==> config.mk <==
export PLATFORM = sky130hd
export DESIGN_NAME = bus_arbiter_rr
export DESIGN_NICKNAME = d
export VERILOG_FILES = /design/src/rtl/bus_arbiter_rr.sv
export SDC_FILE = /design/constraint.sdc
export NUM_CORES = 1
export LEC_CHECK = 0
export CAP_MARGIN = 20
export CORE_AREA = 2 2 39 41
export CTS_BUF_LIST = sky130_fd_sc_hd__clkbuf_8 sky130_fd_sc_hd__clkbuf_16
export DETAILED_ROUTE_END_ITERATION = 7
export DIE_AREA = 0 0 41 43
export PLACE_DENSITY_LB_ADDON = 0.1
export SYNTH_ARGS = -nofsm -noshare
export SYNTH_HDL_FRONTEND = slang
export SYNTH_HIERARCHICAL = 1
export SYNTH_SLANG_ARGS = --single-unit
==> constraint.sdc <==
create_clock -name clk -period 3.8 [get_ports clk]
set_input_delay 0.57 -clock clk [delete_from_list [all_inputs] [get_ports clk]]
set_output_delay 0.57 -clock clk [all_outputs]
set_load 0.05 [all_outputs]
==> src/rtl/bus_arbiter_rr.sv <==
// -----------------------------------------------------------------------------
// bus_arbiter_rr
//   Shared system bus arbiter. Grants at most one of NUM_MST masters through a
//   registered one-hot grant vector, using round-robin or fixed-priority
//   selection. An optional hold limit (MAX_HOLD) forces a long-running owner
//   off the bus unless that owner asserts its lock bit.
//
// Parameters
//   NUM_MST   number of masters (2..16)
//   RR_MODE   1 = round-robin, 0 = fixed priority (index 0 highest)
//   MAX_HOLD  max consecutive grant cycles per tenure, 0 = unlimited
//   OWNER_W   width of the owner index (derived, not overridable)
//
// Ports
//   clk        bus clock, rising-edge active
//   rest       asynchronous active-low reset
//   req        per-master request lines
//   lock       per-master lock, honoured only for the current owner
//   grnt       registered grant, one-hot or all-zero
//   owner      index of the current owner (valid while owner_vld is high)
//   owner_vld  a grant is active (OR of grnt)
// -----------------------------------------------------------------------------
module bus_arbiter_rr #(
  parameter int NUM_MST  = 4,
  parameter int RR_MODE  = 1,
  parameter int MAX_HOLD = 0,
  localparam int OWNER_W = (NUM_MST > 2) ? $clog2(NUM_MST) : 1
) (
  input  logic               clk,
  input  logic               rest,
  input  logic [NUM_MST-1:0] req,
  input  logic [NUM_MST-1:0] lock,
  output logic [NUM_MST-1:0] grnt,
  output logic [OWNER_W-1:0] owner,
  output logic               owner_vld
);

  typedef enum logic [0:0] {
    ST_IDLE = 1'b0,
    ST_BUSY = 1'b1
  } state_t;

  // One extra bit so that start + offset never overflows before the wrap.
  localparam int CW = OWNER_W + 1;
  localparam logic             HOLD_EN   = (MAX_HOLD != 0);
  localparam logic [15:0]      HOLD_LAST = (MAX_HOLD == 0) ? 16'd0 : 16'(MAX_HOLD - 1);
  localparam logic [OWNER_W-1:0] LAST_IDX = OWNER_W'(NUM_MST - 1);

  state_t               state_r, state_s;
  logic [NUM_MST-1:0]   grnt_r, grnt_s;
  logic [OWNER_W-1:0]   owner_r, owner_s;
  logic                 vld_r, vld_s;
  logic [OWNER_W-1:0]   last_r, last_s;
  logic [15:0]          hold_cnt_r, hold_cnt_s;

  logic [OWNER_W-1:0]   start_s;
  logic [NUM_MST-1:0]   owner_1h_s;
  logic [NUM_MST-1:0]   others_s;
  logic                 own_req_s;
  logic                 own_lock_s;
  logic                 keep_s;
  logic [OWNER_W:0]     pick_all_s;
  logic [OWNER_W:0]     pick_oth_s;
  logic                 do_grant_s;
  logic                 go_idle_s;
  logic                 hold_inc_s;
  logic [OWNER_W-1:0]   win_s;

  // Circular search over cand starting at index start; returns {found, index}.
  function automatic logic [OWNER_W:0] pick(input logic [NUM_MST-1:0] cand,
                                            input logic [OWNER_W-1:0] start);
    logic               found;
    logic [OWNER_W-1:0] win;
    logic [CW-1:0]      idx;
    found = 1'b0;
    win   = start;
    for (int off = 0; off < NUM_MST; off++) begin
      idx = {1'b0, start} + CW'(off);
      if (idx >= CW'(NUM_MST)) begin
        idx = idx - CW'(NUM_MST);
      end else begin
        idx = idx;
      end
      if (!found && cand[idx[OWNER_W-1:0]]) begin
        found = 1'b1;
        win   = idx[OWNER_W-1:0];
      end else begin
        found = found;
      end
    end
    return {found, win};
  endfunction

  // Search start point: one past the previous owner in round-robin, 0 otherwise.
  always_comb begin
    start_s = {OWNER_W{1'b0}};
    if (RR_MODE != 0) begin
      if (last_r == LAST_IDX) begin
        start_s = {OWNER_W{1'b0}};
      end else begin
        start_s = last_r + OWNER_W'(1'b1);
      end
    end else begin
      start_s = {OWNER_W{1'b0}};
    end
  end

  // Owner-relative views of the request/lock lines and the keep decision.
  always_comb begin
    owner_1h_s = NUM_MST'(1'b1) << owner_r;
    others_s   = req & ~owner_1h_s;
    own_req_s  = req[owner_r];
    own_lock_s = lock[owner_r];
    // Past the limit without lock counts as expired too, so dropping lock
    // late in a long locked tenure still hands the bus over at once.
    keep_s     = own_req_s && (!HOLD_EN || (hold_cnt_r < HOLD_LAST) || own_lock_s);
    pick_all_s = pick(req, start_s);
    // On expiry the owner is excluded; it is only re-granted if alone.
    pick_oth_s = pick(others_s, start_s);
  end

  // Next-state decision: grant, go idle, or keep the owner and count.
  always_comb begin
    do_grant_s = 1'b0;
    go_idle_s  = 1'b0;
    hold_inc_s = 1'b0;
    win_s      = owner_r;
    case (state_r)
      ST_IDLE: begin
        if (pick_all_s[OWNER_W]) begin
          do_grant_s = 1'b1;
          win_s      = pick_all_s[OWNER_W-1:0];
        end else begin
          go_idle_s  = 1'b1;
        end
      end
      ST_BUSY: begin
        if (!own_req_s) begin
          if (pick_all_s[OWNER_W]) begin
            do_grant_s = 1'b1;
            win_s      = pick_all_s[OWNER_W-1:0];
          end else begin
            go_idle_s  = 1'b1;
          end
        end else if (keep_s) begin
          hold_inc_s = 1'b1;
        end else if (pick_oth_s[OWNER_W]) begin
          do_grant_s = 1'b1;
          win_s      = pick_oth_s[OWNER_W-1:0];
        end else begin
          do_grant_s = 1'b1;
          win_s      = owner_r;
        end
      end
      default: begin
        go_idle_s = 1'b1;
      end
    endcase
  end

  // Register next values derived from the decision above.
  always_comb begin
    state_s    = state_r;
    grnt_s     = grnt_r;
    owner_s    = owner_r;
    vld_s      = vld_r;
    last_s     = last_r;
    hold_cnt_s = hold_cnt_r;
    if (do_grant_s) begin
      state_s    = ST_BUSY;
      grnt_s     = NUM_MST'(1'b1) << win_s;
      owner_s    = win_s;
      vld_s      = 1'b1;
      last_s     = win_s;
      hold_cnt_s = 16'd0;
    end else if (go_idle_s) begin
      state_s    = ST_IDLE;
      grnt_s     = {NUM_MST{1'b0}};
      vld_s      = 1'b0;
    end else if (hold_inc_s) begin
      if (hold_cnt_r != 16'hFFFF) begin
        hold_cnt_s = hold_cnt_r + 16'd1;
      end else begin
        hold_cnt_s = hold_cnt_r;
      end
    end else begin
      hold_cnt_s = hold_cnt_r;
    end
  end

  // State and output registers with asynchronous reset.
  always_ff @(posedge clk or negedge rest) begin
    if (!rest) begin
      state_r    <= ST_IDLE;
      grnt_r     <= {NUM_MST{1'b0}};
      owner_r    <= {OWNER_W{1'b0}};
      vld_r      <= 1'b0;
      last_r     <= {OWNER_W{1'b0}};
      hold_cnt_r <= 16'd0;
    end else begin
      state_r    <= state_s;
      grnt_r     <= grnt_s;
      owner_r    <= owner_s;
      vld_r      <= vld_s;
      last_r     <= last_s;
      hold_cnt_r <= hold_cnt_s;
    end
  end

  assign grnt      = grnt_r;
  assign owner     = owner_r;
  assign owner_vld = vld_r;

  bus_arbiter_rr_chk #(
    .NUM_MST (NUM_MST),
    .OWNER_W (OWNER_W)
  ) u_chk (
    .clk       (clk),
    .rest      (rest),
    .grnt      (grnt_r),
    .owner     (owner_r),
    .owner_vld (vld_r)
  );

endmodule

// -----------------------------------------------------------------------------
// bus_arbiter_rr_chk
//   Structural properties of the arbiter outputs: grant is one-hot or zero,
//   owner_vld mirrors the grant, and the granted bit matches owner.
// Ports
//   clk, rest          clock and active-low reset of the arbiter
//   grnt, owner, owner_vld  arbiter outputs under observation
// -----------------------------------------------------------------------------
module bus_arbiter_rr_chk #(
  parameter int NUM_MST = 4,
  parameter int OWNER_W = 2
) (
  input logic               clk,
  input logic               rest,
  input logic [NUM_MST-1:0] grnt,
  input logic [OWNER_W-1:0] owner,
  input logic               owner_vld
);

  a_onehot: assert property (@(posedge clk) disable iff (!rest) $onehot0(grnt));
  a_vld:    assert property (@(posedge clk) disable iff (!rest) owner_vld == (|grnt));
  a_owner:  assert property (@(posedge clk) disable iff (!rest) owner_vld |-> grnt[owner]);

endmodule

==> results.cfg <==
[run_status]
status = complete, no violations

[clock_network]
cts_resized = 0
clk_pin_slew_ns = 0.04
cts_setup_buffers = 0
numCtsBuffers = 3
htreeDepth = 1
cts_tree = yes
cts-root-buf = clkbuf_8
cts_buffer_depth = 2
cts_hold_buffers = 0
clkLatencyLatePin_ns = 0.23
cts_sinks = 7

[synth]
synth_most_common_cell = o21ai_0
synth.top_cell.area_share_pct = 35.0
synth_cell_types = 29
synth_top_area_cell = dfrtp_1
synth_area_leaders = dfrtp_1 (35%), o31ai_1 (9.0%), o21ai_0 (8.0%)
synthCells = 56
postSynth.asyncResetShare_pct = 100
ys_seq_area_share_pct = 35.0
synthTopCellsByCount = o21ai_0 (8), dfrtp_1 (7), o31ai_1 (6)
synth_edf_count = 0
netlist_area_sq_um = 500
avgSynthCellArea_sq_um = 8.94
yosysWarnings = 6
synth_nets = 67
ys.flop_type = dfrtp_1
ys_ff_latch = 7

[global_route]
grt_pass1_vias = 411
grt_max_degree = 11
grt.busiest_layer = met1
met1_usage_pct = 21.2
grt_util_met2_pct = 20.9
antenna_found_initial = 0
track_usage_pct = 15.5
grt_pass1_wl_microns = 1830
grt_overflow = 0
grtUsageMet3_pct = 1.57

[timing]
final-max-slew-violation-count = 0
finalCriticalPeriod_ns = 2.21
rsz0062_at_grt = no
skew_ns = 0.000933
finalSetupViolations = 0
hold_viol_final = 0
worst_slew_pin_slew_ns = 0.712
clock.fmax_mhz = 452
slew_headroom_pct = 52.1
tns_ns = 0
period_share_pct = 58.3
setup_ws_ns = 1.59

[hold_path]
holdCritPathClass = flop to flop

[run]
max-cap-violations = 0

[floorplanning]
die_area_sq_um = 1760
num_io_pins = 17
start_util_pct = 36.2
fp.dieW_microns = 41
core_area_sq_um = 1380
rows = 14
die_height_microns = 43

[finish]
insertedDiodeCount = 0
fin_util_pct = 48.0
areaGrowthSynthToFinish_pct = 32.7
multi_input_area_sq_um = 289
drive_gt1_share_pct = 13.0
ff_latch_area_sq_um = 175
fin_nets = 81
fill_cells = 149

[pwr]
internal-power_mw = 0.320
power_switching_mw = 0.275
power.total_mw = 0.595
ir_drop_uv = 280
p_clk_share_pct = 17.2
power.leakage_nw = 0.276
power.density_nw_per_um2 = 896
pwr-share-seq_pct = 22.0
share_comb_of_total_power_pct = 60.8
p_sw_share_pct = 46.3

[route]
vias = 482
drcViolationCount = 0
first_pass_iters = 4
wl_microns = 1120
wl_per_cell_microns = 13.2
drt_iter0_markers = 13
vias_per_cell = 5.67
postRouteAntennaNets = 0

[critical_path]
crit_type = flop to primary output
slowest_delay_ns = 0.87
start_kind = flop
critPathArrivalTime_ns = 1.64
cp_cell_sequence = clkdlybuf4s50_1
cp.required_ns = 3.23
crit_buf_inv = 1
critical-path-top-delay-family = buffers and inverters
critPathCaptureType = primary output
crit_fanout = 10
crit_slowest_cell = clkdlybuf4s50_1

[placed_design]
place_ws_ns = 1.46
hpwl_microns = 861
io_buffers = 12
globalplace.congestion = 0.711
## flip-flops by register name, indices dropped and copies added, names as in the netlist
register	cells
state_r	1
owner	2
grnt	4
## layout make-up
| cell class | instances | area share [%] |
|---|---|---|
| multi-input cells | 42 | 43.5 |
| flip-flops and latches | 7 | 26.4 |
| repair buffers | 12 | 18.1 |
| clock buffers | 3 | 6.21 |
| well taps | 16 | 3.01 |
| inverters | 4 | 2.26 |
| clock inverters | 1 | 0.565 |
## power by group through the flow
| stage | registers, mW | logic, mW | clock network [mW] |
|---|---|---|---|
| floorplan | 0.205 | 0.208 | 0 |
| global placement | 0.132 | 0.362 | 0 |
| detailed placement | 0.132 | 0.365 | 0 |
| CTS | 0.132 | 0.365 | 0.103 |
| global route | 0.135 | 0.393 | 0.110 |
| finish | 0.131 | 0.362 | 0.102 |
## kinds of logic (layout without fill, tap and decap cells)
logic type | count (synthesis) | in the layout | share of synthesized area [%]
fa+ha+maj | 1 | 1 | 2.50
buf+inv | 7 | 20 | 7.25
flops | 7 | 7 | 35.0
mux | 2 | 2 | 5.00
simple gates | 16 | 16 | 18.8
compound gates | 23 | 23 | 31.5
## stage by stage
stage | hold WS (ns) | area, sq um | instances
global placement | 0.500 | 619 | 81
global route | 0.535 | 664 | 85
CTS | 0.515 | 664 | 85
finish | 0.508 | 664 | 85
floorplan | 0.274 | 500 | 56
detailed placement | 0.506 | 619 | 81
## layer usage
| layer | up-vias | part of all wire, % |
|---|---|---|
| li1 | 240 | - |
| met5 | - | 0 |
| met1 | 223 | 47 |
| met4 | 0 | 3.4 |
| met3 | 5 | 3.1 |
| met2 | 14 | 46 |
## cells in the final DEF (no fill, tap or decap), drive strengths merged, types with 2 or more instances in the layout
master / synthesis / routed
o21a: 2 / 2
inv: 4 / 5
clkdlybuf4s50: 0 / 12
o21ai: 8 / 8
or2: 3 / 3
dfrtp: 7 / 7
clkbuf: 0 / 3
o31ai: 6 / 6
and3: 2 / 2
nand2: 2 / 2
nor2: 3 / 3
## worst reg2reg max path: cells and delay by family, from the launching register on
family	cells	cell delay, ns
DFF	1	0.49
adders and majority gates	1	0.32
AOI/OAI and AO/OA	2	0.50
and+or+nand+nor	2	0.49
## path summary, 6_finish.rpt
check                                           from              endpoint  slack [ns]  cells after the start
worst min-delay path             grnt[2]$_DFFE_PN0P_   grnt[2]$_DFFE_PN0P_        0.51                      2
worst max register to register  owner[0]$_DFFE_PN0P_  owner[0]$_DFFE_PN0P_        1.91                      5
worst min register to register   grnt[2]$_DFFE_PN0P_   grnt[2]$_DFFE_PN0P_        0.51                      2
min in group asynchronous                       rest   state_r$_DFFE_PN0P_        0.60                      1
worst max-delay path            owner[0]$_DFFE_PN0P_              owner[0]        1.59                      1
max in group asynchronous                       rest   grnt[2]$_DFFE_PN0P_        2.96                      1
Note: power is estimated with default switching activity, not from simulation.
==> patch 1: new RTL, config.mk and constraints unchanged <==
Register the output `grnt` once more; this adds one clock of latency there. The other outputs are not delayed to match. Comments in the files are not updated.
--- a/src/rtl/bus_arbiter_rr.sv
+++ b/src/rtl/bus_arbiter_rr.sv
@@ -46,6 +46,8 @@
   localparam logic [15:0]      HOLD_LAST = (MAX_HOLD == 0) ? 16'd0 : 16'(MAX_HOLD - 1);
   localparam logic [OWNER_W-1:0] LAST_IDX = OWNER_W'(NUM_MST - 1);
 
+  logic [NUM_MST-1:0] grnt_d;
+
   state_t               state_r, state_s;
   logic [NUM_MST-1:0]   grnt_r, grnt_s;
   logic [OWNER_W-1:0]   owner_r, owner_s;
@@ -207,7 +209,7 @@
     end
   end
 
-  assign grnt      = grnt_r;
+  assign grnt_d    = grnt_r;
   assign owner     = owner_r;
   assign owner_vld = vld_r;
 
@@ -222,6 +224,10 @@
     .owner_vld (vld_r)
   );
 
+  always_ff @(posedge clk) begin
+    grnt <= grnt_d;
+  end
+
 endmodule
 
 // -----------------------------------------------------------------------------
Check against the original RTL: not equivalent (a bounded check fails within 4 cycles, from zero or initial values).
==> patch 1 against the unedited design <==
Non-clock buffer count unchanged; worst setup slack got worse by 0.048 ns; synthesized area increased by 21%; power up 28%; final area is 16% higher; routed wire length increased by 0.54%; sequential cell count up 4; clock power rose by 9%; critical endpoint unchanged.
==> patch 1: results <==
export IMPL_dpl_hpwl_um=822.6
export IMPL_slew_headroom_pct=66.89
export IMPL_gp_congestion=0.7752
export IMPL_ys_top_cells_by_count="nor2_1 (8), dfrtp_1 (7), mux2i_1 (5), nand2_1 (5)"
export IMPL_grt_pass1_wl_mm=1.945
export IMPL_grt_pass1_vias=445
export IMPL_syn_avg_cell_area_um2=9.907
export IMPL_drive_above_1_share_pct=12.00
export IMPL_hold_depth=0
export IMPL_r2r_slack_ns=1.74
export IMPL_synth_nets=72
export IMPL_cts_setup_buffers=0
export IMPL_first_iter_violations=4
export IMPL_synthAdderAreaFrac_pct=2.070
export IMPL_synth_mux_area_share_pct=8.282
export IMPL_drt_pass1_iter_count=3
export IMPL_synth_area_leaders="dfrtp_1 (29%), dfxtp_1 (13%), mux2i_1 (8.3%), nor2_1 (5.0%), nand2b_1 (4.1%)"
export IMPL_fillers=126
export IMPL_vdd_drop_max_mv=0.4649
export IMPL_grt_usage_pct=16.73
export IMPL_ys_seq_area_share_pct=42.24
export IMPL_synth_distinct_cells=28
export IMPL_fin_cells=91
export IMPL_drt_total_wl_mm=1.125
export IMPL_ys_warnings_count=6
export IMPL_synth_compound_area_share_pct=22.98
export IMPL_async_flop_share_pct=63.64
export IMPL_io_buffer_count=12
export IMPL_p_leak_nw=0.3229
export IMPL_finClkSkew_ns=0.003797
export IMPL_status="finished clean"
## patch 1: cell types whose count changed after synthesis, sizes merged, moves of 3 or more
cell    delta
dfxtp      +4
inv        -4
mux2i      +4
nand2      +3
nand2b     +4
nor2       +7
o21ai      -6
o22ai      +4
o31ai      -4
## patch 1: cell families (layout without fill, tap and decap cells)
logic type                 Yosys count  count (layout)
DFF                                 11              11
adders and majority gates            1               1
buffers and inverters                2              16
AOI/OAI and AO/OA                   17              17
and+or+nand+nor                     25              25
muxes                                5               5
## patch 1: power breakdown
| part | total [W] | internal, W | switching (W) |
|---|---|---|---|
| registers | 0.000198 | 0.000159 | 0.0000382 |
| clock network | 0.000111 | 0.0000706 | 0.0000403 |
| logic | 0.000453 | 0.000189 | 0.000264 |
| total | 0.000762 | 0.000419 | 0.000342 |
## patch 1: area by class of cell
cell class,count,area (um2),share of cell area [%]
Clock buffer,3,41.29,5.357
Clock inverter,1,3.754,0.4870
Multi-Input combinational cell,48,330.3,42.86
Timing Repair Buffer,12,120.1,15.58
Tap cell,16,20.02,2.597
Sequential cell,11,255.2,33.12
## patch 1: metal layers
metal  share of wire [%]  track usage [%]
met1                  50            24.07
met2                  43            21.56
met3                 4.1            7.853
met4                 2.0            6.000
met5                   0                0
## patch 1: path summary, 6_finish.rpt
check / to / startpoint
max: owner[0] / owner[0]
min: grnt[0] / grnt_d[0]
max reg2reg: grnt_d[2] / owner[0]
min reg2reg: grnt[0] / grnt_d[0]
max in group asynchronous: owner[1] / rest
min in group asynchronous: owner[0] / rest
## patch 1: stage by stage
| stage | total power [W] | setup slack, ns | area (um2) | hold WS [ns] |
|---|---|---|---|---|
| after floorplan | 0.0005692 | 1.767 | 604.3 | 0.2744 |
| after global placement | 0.0006528 | 1.560 | 725.7 | 0.3576 |
| after detailed placement | 0.0006521 | 1.567 | 725.7 | 0.3580 |
| after CTS | 0.0007663 | 1.544 | 770.7 | 0.3692 |
| after global routing | 0.0008219 | 1.503 | 770.7 | 0.3784 |
| final | 0.0007617 | 1.538 | 770.7 | 0.3648 |
==> patch 2: new RTL, same flow settings <==
Without the edit above. `NUM_MST` is set to 4 in 2 places; all go to 2.
--- a/src/rtl/bus_arbiter_rr.sv
+++ b/src/rtl/bus_arbiter_rr.sv
@@ -21,7 +21,7 @@
 //   owner_vld  a grant is active (OR of grnt)
 // -----------------------------------------------------------------------------
 module bus_arbiter_rr #(
-  parameter int NUM_MST  = 4,
+  parameter int NUM_MST  = 2,
   parameter int RR_MODE  = 1,
   parameter int MAX_HOLD = 0,
   localparam int OWNER_W = (NUM_MST > 2) ? $clog2(NUM_MST) : 1
@@ -233,7 +233,7 @@
 //   grnt, owner, owner_vld  arbiter outputs under observation
 // -----------------------------------------------------------------------------
 module bus_arbiter_rr_chk #(
-  parameter int NUM_MST = 4,
+  parameter int NUM_MST = 2,
   parameter int OWNER_W = 2
 ) (
   input logic               clk,
Ports: changed (resized grnt, lock, owner and req); port bits go from 17 to 10. The function was not compared with the original's and may differ.
==> patch 2 against the unedited design <==
Sequential cell count is 3 lower; sequential power shrank 59%; synthesized area fell by 61%; power down 68%; routed wire length decreased by 62%; utilization fell by 25 points; worst setup slack better by 0.10 ns; via count down 61%; register-to-register slack improved by 0.86 ns; final area decreased by 51%.
==> patch 2: results <==
export IMPL_r2r_end="grnt[0]"
export IMPL_worst_r2r_startpoint="owner"
export IMPL_drt_pass1_iter_count=1
export IMPL_finClkSkew_ns=0.004738
export IMPL_netlist_area_leader_share_pct=51.95
export IMPL_slew_headroom_pct=66.63
export IMPL_ys_ff_latch=4
export IMPL_num_multi_input_gates=14
export IMPL_gp_congestion=0.6873
export IMPL_ys_seq_area_share_pct=51.95
export IMPL_slowest_delay_ns=0.85
export IMPL_grt_pass1_vias=184
export IMPL_dpl_hpwl_um=305.4
export IMPL_seq_area_um2=100.1
export IMPL_io_buffer_count=7
export IMPL_synth_distinct_cells=11
export IMPL_r2r_slack_ns=2.77
export IMPL_inv_count=2
export IMPL_grt_use_met1_pct=9.061
export IMPL_fillers=143
export IMPL_p_leak_nw=0.1336
export IMPL_largest_reg_flops=2
export IMPL_grt_pass1_wl_um=800
export IMPL_first_iter_violations=0
export IMPL_buffer_area_share_pct=21.62
export IMPL_ys_top_cells_by_count="a21oi_1 (5), dfrtp_1 (4), nand2_1 (2), o21ai_0 (2)"
export IMPL_hold_path_class="primary input to asynchronous set/reset pin"
export IMPL_status="finished clean"
export IMPL_syn_inst=20
export IMPL_met2_usage_pct=7.187
export IMPL_rr_worst_depth=3
export IMPL_multi_input_area_um2=85.08
export IMPL_fin_cells=46
export IMPL_vias_per_cell=4.087
export IMPL_worstSetupStartpointType="flip-flop"
export IMPL_nets=38
export IMPL_n_all_buffers=7
export IMPL_grt_usage_pct=8.149
export IMPL_cp_data_arrival_time_ns=1.54
export IMPL_async_flop_share_pct=100.0
export IMPL_synth_nets=26
export IMPL_path_max_fanout=7
export IMPL_synth_area_leaders="dfrtp_1 (52%), a21oi_1 (13%), o22ai_2 (6.5%), maj3_2 (5.8%), o21ai_0 (5.2%)"
export IMPL_holdWs_ns=0.5553
export IMPL_clock_cell_area_share_pct=12.74
## patch 2: power breakdown
group	switching, W	internal [W]	leakage [nW]
Combinational	0.0000280	0.0000177	0.0647
Clock	0.0000211	0.0000674	0.0216
Sequential	0.00000574	0.0000480	0.0474
## patch 2: per-layer routing
layer / vias up / share of wire [%]
met3: 5 / 18
met1: 83 / 42
met2: 11 / 35
li1: 89 / -
met4: 0 / 4.5
met5: - / 0
## patch 2: cells by family after synthesis
group	synth area share, %
AO/OA/AOI/OAI	24.67
buffers and inverters	3.892
adder cells (fa/ha/maj)	5.844
XOR/XNOR	4.546
flip-flops	51.95
AND/OR/NAND/NOR	9.093
## patch 2: stage by stage
step	cell area, um2	worst slack (ns)
finish	324.1	1.689
global route	324.1	1.619
CTS	324.1	1.677
detailed placement	282.8	1.916
global placement	282.8	1.924
floorplan	192.7	2.531
